### src/rtl/alu_pkg.sv
// Shared types and widths for the round-robin ALU arbiter and its bench.
package alu_pkg;
    localparam int ALU_W = 2;
    localparam int RES_W = 4;

    typedef enum logic [1:0] {
        OP_AND = 2'b00,
        OP_XOR = 2'b01,
        OP_ADD = 2'b10,
        OP_MUL = 2'b11
    } alu_op_e;

    typedef enum logic [1:0] {
        IDLE,
        EXEC,
        RESP
    } state_e;

    // Next round-robin start position after serving requester g out of n.
    function automatic int rr_next(input int g, input int n);
        return (g + 1 >= n) ? 0 : g + 1;
    endfunction
endpackage

### src/rtl/alu_arbiter_if.sv
// Per-requester request/response handshake bundle for alu_arbiter.
interface alu_arbiter_if import alu_pkg::*; #(
    parameter int N_REQ = 2
);
    logic [N_REQ-1:0]            req_valid;
    logic [N_REQ-1:0]            req_ready;
    logic [N_REQ-1:0][ALU_W-1:0] req_a;
    logic [N_REQ-1:0][ALU_W-1:0] req_b;
    logic [N_REQ-1:0][ALU_W-1:0] req_op;
    logic [N_REQ-1:0]            rsp_valid;
    logic [N_REQ-1:0]            rsp_ready;
    logic [RES_W-1:0]            rsp_result;

    modport master (
        output req_valid, req_a, req_b, req_op, rsp_ready,
        input  req_ready, rsp_valid, rsp_result
    );

    modport slave (
        input  req_valid, req_a, req_b, req_op, rsp_ready,
        output req_ready, rsp_valid, rsp_result
    );
endinterface

### src/rtl/alu_rr_pick.sv
// Combinational round-robin search: first set valid bit at or above ptr_i, with wrap.
module alu_rr_pick #(
    parameter int N_REQ = 2,
    parameter int IDX_W = $clog2(N_REQ)
) (
    input  logic [N_REQ-1:0] valid_i,
    input  logic [IDX_W-1:0] ptr_i,
    output logic [IDX_W-1:0] grant_o,
    output logic             found_o
);
    logic [IDX_W-1:0] idx;

    // Walk offsets from farthest to nearest so the nearest hit wins last.
    always_comb begin
        grant_o = '0;
        found_o = 1'b0;
        idx     = '0;
        for (int k = N_REQ - 1; k >= 0; k--) begin
            idx = IDX_W'((int'(ptr_i) + k) % N_REQ);
            if (valid_i[idx]) begin
                grant_o = idx;
                found_o = 1'b1;
            end
        end
    end
endmodule

### src/rtl/alu_arbiter.sv
// Shares one external 2-bit ALU between N_REQ requesters, one op in flight at a time.
module alu_arbiter import alu_pkg::*; #(
    parameter int N_REQ = 2
) (
    input  logic             clk,
    input  logic             rst,
    alu_arbiter_if.slave     bus,
    output logic [ALU_W-1:0] alu_a,
    output logic [ALU_W-1:0] alu_b,
    output logic [ALU_W-1:0] alu_op,
    input  logic [RES_W-1:0] alu_result,
    output logic             busy
);
    localparam int               IDX_W = $clog2(N_REQ);
    localparam logic [N_REQ-1:0] ONE   = N_REQ'(1);

    state_e           state_q;
    logic [IDX_W-1:0] ptr_q;
    logic [IDX_W-1:0] gnt_q;
    logic [ALU_W-1:0] a_q;
    logic [ALU_W-1:0] b_q;
    alu_op_e          op_q;
    logic [RES_W-1:0] result_q;

    logic [IDX_W-1:0] pick_idx;
    logic             pick_found;

    alu_rr_pick #(.N_REQ(N_REQ), .IDX_W(IDX_W)) u_pick (
        .valid_i (bus.req_valid),
        .ptr_i   (ptr_q),
        .grant_o (pick_idx),
        .found_o (pick_found)
    );

    // Handshakes are masked during reset so nothing is accepted or delivered.
    assign bus.req_ready  = (!rst && state_q == IDLE && pick_found) ? (ONE << pick_idx) : '0;
    assign bus.rsp_valid  = (!rst && state_q == RESP) ? (ONE << gnt_q) : '0;
    assign bus.rsp_result = result_q;
    assign alu_a          = a_q;
    assign alu_b          = b_q;
    assign alu_op         = op_q;
    assign busy           = (state_q != IDLE);

    always_ff @(posedge clk) begin
        if (rst) begin
            state_q  <= IDLE;
            ptr_q    <= '0;
            gnt_q    <= '0;
            a_q      <= '0;
            b_q      <= '0;
            op_q     <= OP_AND;
            result_q <= '0;
        end else begin
            case (state_q)
                IDLE: begin
                    if (pick_found) begin
                        a_q     <= bus.req_a[pick_idx];
                        b_q     <= bus.req_b[pick_idx];
                        op_q    <= alu_op_e'(bus.req_op[pick_idx]);
                        gnt_q   <= pick_idx;
                        state_q <= EXEC;
                    end
                end
                EXEC: begin
                    result_q <= alu_result;
                    state_q  <= RESP;
                end
                RESP: begin
                    if (bus.rsp_ready[gnt_q]) begin
                        ptr_q   <= IDX_W'(rr_next(int'(gnt_q), N_REQ));
                        state_q <= IDLE;
                    end
                end
                default: state_q <= IDLE;
            endcase
        end
    end
endmodule
### src/flat_wrapper.sv
// flat-port wrapper written by rule: the top's interface ports become plain ports
module alu_arbiter_flat import alu_pkg::*;
#(
    parameter int N_REQ = 2
)
  (clk, rst, alu_a, alu_b, alu_op, alu_result, busy, bus_req_valid, bus_req_a, bus_req_b, bus_req_op, bus_rsp_ready, bus_req_ready, bus_rsp_valid, bus_rsp_result);
  alu_arbiter_if #(.N_REQ(N_REQ)) bus_i ();
  input  logic clk;
  input  logic rst;
  output logic [ALU_W-1:0] alu_a;
  output logic [ALU_W-1:0] alu_b;
  output logic [ALU_W-1:0] alu_op;
  input  logic [RES_W-1:0] alu_result;
  output logic busy;
  input wire logic [$bits(bus_i.req_valid)-1:0] bus_req_valid;
  input wire logic [$bits(bus_i.req_a)-1:0] bus_req_a;
  input wire logic [$bits(bus_i.req_b)-1:0] bus_req_b;
  input wire logic [$bits(bus_i.req_op)-1:0] bus_req_op;
  input wire logic [$bits(bus_i.rsp_ready)-1:0] bus_rsp_ready;
  output wire logic [$bits(bus_i.req_ready)-1:0] bus_req_ready;
  output wire logic [$bits(bus_i.rsp_valid)-1:0] bus_rsp_valid;
  output wire logic [$bits(bus_i.rsp_result)-1:0] bus_rsp_result;
  assign bus_i.req_valid = bus_req_valid;
  assign bus_i.req_a = bus_req_a;
  assign bus_i.req_b = bus_req_b;
  assign bus_i.req_op = bus_req_op;
  assign bus_i.rsp_ready = bus_rsp_ready;
  assign bus_req_ready = bus_i.req_ready;
  assign bus_rsp_valid = bus_i.rsp_valid;
  assign bus_rsp_result = bus_i.rsp_result;
  alu_arbiter #(.N_REQ(N_REQ)) u_core (.clk(clk), .rst(rst), .bus(bus_i), .alu_a(alu_a), .alu_b(alu_b), .alu_op(alu_op), .alu_result(alu_result), .busy(busy));
endmodule
### config.mk
export PLATFORM = sky130hd
export DESIGN_NAME = alu_arbiter_flat
export DESIGN_NICKNAME = d
export VERILOG_FILES = /design/src/rtl/alu_pkg.sv /design/src/rtl/alu_arbiter_if.sv /design/src/rtl/alu_rr_pick.sv /design/src/rtl/alu_arbiter.sv /design/src/flat_wrapper.sv
export SDC_FILE = /design/constraint.sdc
export NUM_CORES = 1
export LEC_CHECK = 0
export ABC_AREA = 1
export CAP_MARGIN = 20
export CELL_PAD_IN_SITES_DETAIL_PLACEMENT = 1
export CELL_PAD_IN_SITES_GLOBAL_PLACEMENT = 1
export CORE_AREA = 2 2 52 54
export DETAILED_ROUTE_END_ITERATION = 8
export DIE_AREA = 0 0 54 56
export DONT_BUFFER_PORTS = 1
export GPL_ROUTABILITY_DRIVEN = 0
export GPL_TIMING_DRIVEN = 0
export HOLD_SLACK_MARGIN = 0.06
export PLACE_DENSITY_LB_ADDON = 0.1
export SLEW_MARGIN = 20
export SYNTH_ARGS = -nofsm -noshare
export SYNTH_HDL_FRONTEND = slang
export SYNTH_SLANG_ARGS = --single-unit
### constraint.sdc
create_clock -name clk -period 1.3 [get_ports clk]
set_input_delay 0.26 -clock clk [delete_from_list [all_inputs] [get_ports clk]]
set_output_delay 0.26 -clock clk [all_outputs]
set_load 0.005 [all_outputs]
Yosys cells after proc, flatten, opt, wreduce, memory -nomap -nowiden
Index checks and enable logic that the tools add are counted.

Register bits: 14. Input bits: 22. Output and inout port bits: 15. Logic and storage cells: 51.

Equality and inequality tests: 4. Order comparisons: 5. Add/subtract/negate cells: 2. Muxes and demuxes: 22. Reduce and logical (&&, ||, !) cells: 9. Shifts and indexed selects: 2.

Operators by type and width (number): $mux W2 (10); $mux W1 (11); $lt A1 B2 Y1 const B (4); $pmux W2 S3 (1); $reduce_and A2 Y1 (3); $shl A1 B1 Y2 const A (2); $logic_and A1 B1 Y1 (3); $add A1 B1 Y2 const B (1); $eq A2 B1 Y1 const B (1); $eq A2 B2 Y1 const B (1); $ge A2 B2 Y1 const B (1); $logic_not A2 Y1 (1); $ne A2 B1 Y1 const B (1); $ne A2 B2 Y1 const B (1); $reduce_bool A2 Y1 (1); $add A1 B1 Y1 const B (1); $logic_not A1 Y1 (1).

Logic depth before layout (Yosys ltp)
Depth after elaboration: 7. Gate-level depth with buffers: 7. Depth with buffers taken out: 6.

Hierarchy
Synthesis repeated with hierarchy kept, for this count alone.

Cells, all modules: 108. Area total of the unflattened synthesis: 690.7 um^2.

By module, submodules not included: alu_arbiter (area each 671.9 um^2, cells an instance 104, seq. area each 280.3 um^2, instances 1); alu_rr_pick (area each 18.8 um^2, cells an instance 4, seq. area each 0.0 um^2, instances 1).

Least setup slack after synthesis
No wires, ideal clock.

Path type: register to output. Start: register u_core.state_q[0]. End: output bus_req_ready[0]. Stages on the path, launching flop included: 6. Required time: 1.040 ns. Arrival: 0.860 ns. Setup slack: 0.180 ns. Cells stage by stage: dfxtp_1 inv_1 nand2_1 nor2_4 nand2_1 a21oi_1.

Longest elaborated chain between the ends: 4.

RTL lines: start, declared (line alu_arbiter.sv:17) `state_e state_q;`; start signal, assigned (line alu_arbiter.sv:46) `state_q <= IDLE;`; start signal, assigned (line alu_arbiter.sv:61) `state_q <= EXEC;`; start signal, assigned (line alu_arbiter.sv:66) `state_q <= RESP;`; $logic_not A2 Y1 (line alu_arbiter.sv:36) `assign bus.req_ready = (!rst && state_q == IDLE && pick_found) ? (ONE << pick_idx) : '0;`; $logic_and A1 B1 Y1 (2 in series) (line alu_arbiter.sv:36); $mux W2 (line alu_arbiter.sv:36); end, declared (line flat_wrapper.sv:20) `output wire logic [$bits(bus_i.req_ready)-1:0] bus_req_ready;`.

No other way between the ends.

Worst setup path after layout
Ends and elaborated chain as after synthesis.

==> flow_summary.html <==
<table>
<tr><th>Metric</th><th>Value</th></tr>
<tr><th colspan="2">Clock tree</th></tr>
<tr><td>CTS tree</td><td>built</td></tr>
<tr><td>Buffer type at the clock tree root</td><td>sky130_fd_sc_hd__clkbuf_4</td></tr>
<tr><td>Clk sink count</td><td>14</td></tr>
<tr><td>Clock-pin slew of the registers on the worst-case setup and hold paths</td><td>80 ps</td></tr>
<tr><td>Clock Tree Buf Depth</td><td>2</td></tr>
<tr><td>Num CTS Buffers</td><td>3</td></tr>
<tr><td>Number of H-tree levels</td><td>1</td></tr>
<tr><td>Worst skew pair latency</td><td>290 ps</td></tr>
<tr><th colspan="2">Critical path</th></tr>
<tr><td>Arrival time worst endpoint</td><td>1090 ps</td></tr>
<tr><td>Cell type group with the largest total delay on the critical path</td><td>flip-flops</td></tr>
<tr><td>Most used cell, CP</td><td>sky130_fd_sc_hd__nand2_4</td></tr>
<tr><td>Type of the worst setup path</td><td>flip-flop to output pin</td></tr>
<tr><td>Buffer and inverter count on the worst path</td><td>1</td></tr>
<tr><td>Instance count on the critical path</td><td>5</td></tr>
<tr><td>Worst r2r src</td><td>u_core.state_q[0]</td></tr>
<tr><td>Crit Path Max Fanout</td><td>4</td></tr>
<tr><td>Largest incremental delay on the critical path</td><td>340 ps</td></tr>
<tr><td>Cell count of the worst reg-to-reg path</td><td>6</td></tr>
<tr><td>Cells along the critical path</td><td>inv_2, nand2_4, nor2_4, nand2_4, a21oi_4</td></tr>
<tr><td>Reg2reg setup slack</td><td>200 ps</td></tr>
<tr><td>Capture point of the worst reg-to-reg path</td><td>u_core.bus.rsp_result[3]</td></tr>
<tr><td>CP max-delay cell</td><td>sky130_fd_sc_hd__dfxtp_2</td></tr>
<tr><td>Endpoint type of the worst setup path</td><td>output pin</td></tr>
<tr><td>CP Launch Point</td><td>u_core.state_q[0]</td></tr>
<tr><td>Data required time of the worst path</td><td>1040 ps</td></tr>
<tr><td>Kind of start point of the critical path</td><td>flip-flop</td></tr>
<tr><th colspan="2">Global routing</th></tr>
<tr><td>Wire length of the first global-routing pass</td><td>3320 um</td></tr>
<tr><td>Largest net degree at the start of global routing</td><td>11</td></tr>
<tr><td>Number of antenna violations at the first check in global routing</td><td>0</td></tr>
<tr><td>Global route total overflow</td><td>0</td></tr>
<tr><td>Overall fraction of global-route tracks in use</td><td>14.9%</td></tr>
<tr><td>Number of global-route vias before repair</td><td>791</td></tr>
<tr><th colspan="2">Final layout</th></tr>
<tr><td>Final std cells w/o fill</td><td>157</td></tr>
<tr><td>Number of inserted diodes</td><td>0</td></tr>
<tr><td>Nets@finish</td><td>150</td></tr>
<tr><td>Final standard cell area without fillers</td><td>900 um2</td></tr>
<tr><td>P&amp;R area growth vs syn</td><td>25.9%</td></tr>
<tr><td>Fill cell instance count of the final layout</td><td>324</td></tr>
<tr><td>Share of post-route cells with drive strength above 1</td><td>24.4%</td></tr>
<tr><th colspan="2">Min path</th></tr>
<tr><td>Class of the tightest hold or removal check</td><td>input pin to flip-flop</td></tr>
<tr><td>Worst Hold Path Cells</td><td>2</td></tr>
<tr><td>Hold Crit Endpoint</td><td>u_core.bus.rsp_result[2]</td></tr>
<tr><td>Hold Crit Start</td><td>alu_result[2]</td></tr>
<tr><th colspan="2">Floorplan</th></tr>
<tr><td>Number of cell rows</td><td>18</td></tr>
<tr><td>Die Ht</td><td>56 um</td></tr>
<tr><td>Floorplan die width</td><td>54 um</td></tr>
<tr><td>Core area</td><td>2430 um2</td></tr>
<tr><td>Top-level I/O count</td><td>37</td></tr>
<tr><td>Initial core utilization</td><td>29.4%</td></tr>
<tr><td>Die footprint</td><td>3020 um2</td></tr>
<tr><th colspan="2">Placement</th></tr>
<tr><td>Cell Area, Placed</td><td>752 um2</td></tr>
<tr><td>Setup slack at placement</td><td>30.9 ps</td></tr>
<tr><td>Post-DP HPWL</td><td>1450 um</td></tr>
<tr><td>Count of input and output buffers</td><td>0</td></tr>
<tr><td>Total placed cells including tap cells</td><td>146</td></tr>
<tr><th colspan="2">Timing</th></tr>
<tr><td>Number of failing hold endpoints at the final stage</td><td>0</td></tr>
<tr><td>Min cycle time layout</td><td>1350 ps</td></tr>
<tr><td>Setup-failing EPs final</td><td>2</td></tr>
<tr><td>Highest clock rate</td><td>0.739 GHz</td></tr>
<tr><td>Slew of the pin with the lowest slew margin</td><td>365 ps</td></tr>
<tr><td>Final slew viol count</td><td>0</td></tr>
<tr><td>Clock Skews</td><td>10.5 ps</td></tr>
<tr><td>Unrepaired setup endpoints after global routing</td><td>true</td></tr>
<tr><td>Final clock period utilization by the worst path</td><td>104%</td></tr>
<tr><td>Hold slack final</td><td>117 ps</td></tr>
<tr><td>Final setup margin</td><td>-52.4 ps</td></tr>
<tr><td>Max_slew headroom</td><td>75.7%</td></tr>
<tr><th colspan="2">Logic synthesis</th></tr>
<tr><td>Post-synth cell types</td><td>13</td></tr>
<tr><td>Share of the synthesized area in the top cell type</td><td>39.2%</td></tr>
<tr><td>Post-synthesis cell type with the largest combined area</td><td>sky130_fd_sc_hd__dfxtp_1</td></tr>
<tr><td>Area of the mapped netlist</td><td>714 um2</td></tr>
<tr><td>Flop and latch count out of synthesis</td><td>14</td></tr>
<tr><td>Post-synthesis instance total</td><td>116</td></tr>
<tr><td>Sequential-to-total area share from yosys stat</td><td>39.2%</td></tr>
<tr><td>Yosys warning count</td><td>0</td></tr>
<tr><td>Syn_area_per_cell</td><td>6.16 um2</td></tr>
<tr><td>Cell types with the largest area share after synthesis</td><td>sky130_fd_sc_hd__dfxtp_1 (39%), sky130_fd_sc_hd__nor2_1 (14%), sky130_fd_sc_hd__nand2_1 (13%)</td></tr>
<tr><td>Number of nets in the synthesized netlist</td><td>138</td></tr>
<tr><th colspan="2">Detailed routing</th></tr>
<tr><td>Vias per cell</td><td>4.66</td></tr>
<tr><td>Total via count in the routed design</td><td>732</td></tr>
<tr><td>Number of violations reported at the end of detailed-routing iteration 0</td><td>4</td></tr>
<tr><td>Count of TritonRoute iterations in the first routing pass</td><td>3</td></tr>
<tr><td>DRC viols</td><td>0</td></tr>
<tr><td>DR WL/cell</td><td>13.0 um</td></tr>
<tr><td>Post-route ant nets</td><td>0</td></tr>
<tr><td>Total Wirelength</td><td>2050 um</td></tr>
<tr><th colspan="2">Power</th></tr>
<tr><td>Leakage power summed over all cells</td><td>0.000440 uW</td></tr>
<tr><td>Power per standard cell area</td><td>1210 nW/um2</td></tr>
<tr><td>Power consumption</td><td>1090 uW</td></tr>
<tr><td>Maximum vdd ir drop</td><td>0.405 mV</td></tr>
<tr><th colspan="2">Outcome</th></tr>
<tr><td>Violated checks</td><td>setup timing</td></tr>
<tr><td>Outcome</td><td>complete, but fails checks</td></tr>
<tr><th colspan="2">Job</th></tr>
<tr><td>Max-cap viol count</td><td>0</td></tr>
</table>
## cells in the mapped netlist (all sizes together)
cell	number
buf	4
o21ai	7
dfxtp	14
nand3	8
nand2	25
nor3	2
a21oi	9
inv	20
nor2	27
## worst register-to-register path, stage by stage (launching register included)
cell and delay, ps:
sky130_fd_sc_hd__dfxtp_2 360, sky130_fd_sc_hd__inv_2 60, sky130_fd_sc_hd__buf_4 130, sky130_fd_sc_hd__nor2_2 160
sky130_fd_sc_hd__inv_1 130, sky130_fd_sc_hd__nor2_1 110, sky130_fd_sc_hd__nor2_1 50
## power by group
group	internal (uW)	total (uW)	switching, uW
logic	99.8	253	153
clock network	170	324	154
registers	476	509	32.9
total	746	1090	340
## sequential cells by signal, summed over array words and instances (netlist names)
signal / count
u_core.alu_a: 2
u_core.alu_b: 2
u_core.alu_op: 2
u_core.bus.rsp_result: 4
u_core.gnt_q: 1
u_core.ptr_q: 1
u_core.state_q: 2
## cell families (layout without fill, tap and decap cells)
| family | after synthesis | count (layout) | share of synthesized area (%) |
|---|---|---|---|
| and+or+nand+nor | 62 | 62 | 35.4 |
| buffers and inverters | 24 | 35 | 13.7 |
| AOI/OAI and AO/OA | 16 | 16 | 11.7 |
| DFF | 14 | 14 | 39.2 |
## stage by stage
| step | setup TNS [ps] | util [%] |
|---|---|---|
| CTS | -98.0 | 36.3 |
| floorplan | 0 | - |
| finish | -84.8 | 37.0 |
| global route | -387 | 37.0 |
| detailed placement | 0 | 30.9 |
| global placement | 0 | 30.9 |
## how the worst max path moves through the flow
stage / end / slack [ps]
final: bus_req_ready[0] / -50
after global routing: bus_req_ready[0] / -120
after CTS: bus_req_ready[0] / -60
after detailed placement: bus_req_ready[0] / 30
after global placement: bus_req_ready[0] / 30
after floorplan: bus_req_ready[0] / 180
## per-layer routing
layer	vias to the layer above	part of all wire [%]	GRT usage (%)
met5	-	0	0
met4	0	1.6	6.43
met3	4	3.9	3.23
met2	19	49	24.0
met1	336	45	18.6
li1	373	-	-
## cell usage in the layout, fill, tap and decap left out
cell	Yosys	routed
sky130_fd_sc_hd__o21ai_2	1	1
sky130_fd_sc_hd__nor2_4	1	1
sky130_fd_sc_hd__dfxtp_1	14	11
sky130_fd_sc_hd__nor3_2	0	2
sky130_fd_sc_hd__buf_2	3	2
sky130_fd_sc_hd__clkbuf_8	0	1
sky130_fd_sc_hd__clkbuf_4	0	3
sky130_fd_sc_hd__nand2_4	0	2
sky130_fd_sc_hd__a21oi_1	9	8
sky130_fd_sc_hd__nor2_2	0	3
sky130_fd_sc_hd__o21ai_1	1	1
sky130_fd_sc_hd__nand3_1	8	8
sky130_fd_sc_hd__dlygate4sd3_1	0	1
sky130_fd_sc_hd__nand2_1	25	22
sky130_fd_sc_hd__inv_1	20	17
sky130_fd_sc_hd__a21oi_4	0	1
sky130_fd_sc_hd__o21ai_0	5	5
sky130_fd_sc_hd__buf_6	0	1
sky130_fd_sc_hd__nor2_1	26	23
sky130_fd_sc_hd__nand2_2	0	1
sky130_fd_sc_hd__buf_4	1	7
sky130_fd_sc_hd__dfxtp_2	0	3
sky130_fd_sc_hd__inv_2	0	3
## timing repair
| item | CTS | global route |
|---|---|---|
| gates cloned | 0 | 0 |
| endpoints found under the setup margin | 4 | 9 |
| gates resized for setup | 16 | 4 |
| pin swaps | 3 | 2 |
| endpoints found under the hold margin | 1 | 0 |
| hold buffers | 1 | 0 |
| buffers inserted | 6 | 0 |
## cell type report
cell class	count	area, um2	share of cell area [%]
tap	30	37.5	4.17
sequential	14	284	31.6
timing repair buffer	7	55.1	6.12
multi-input combinational	78	383	42.6
inverter	20	75.1	8.34
clock buffer	4	36.3	4.03
buffer	4	28.8	3.20
(Power assumes the default switching activity.)
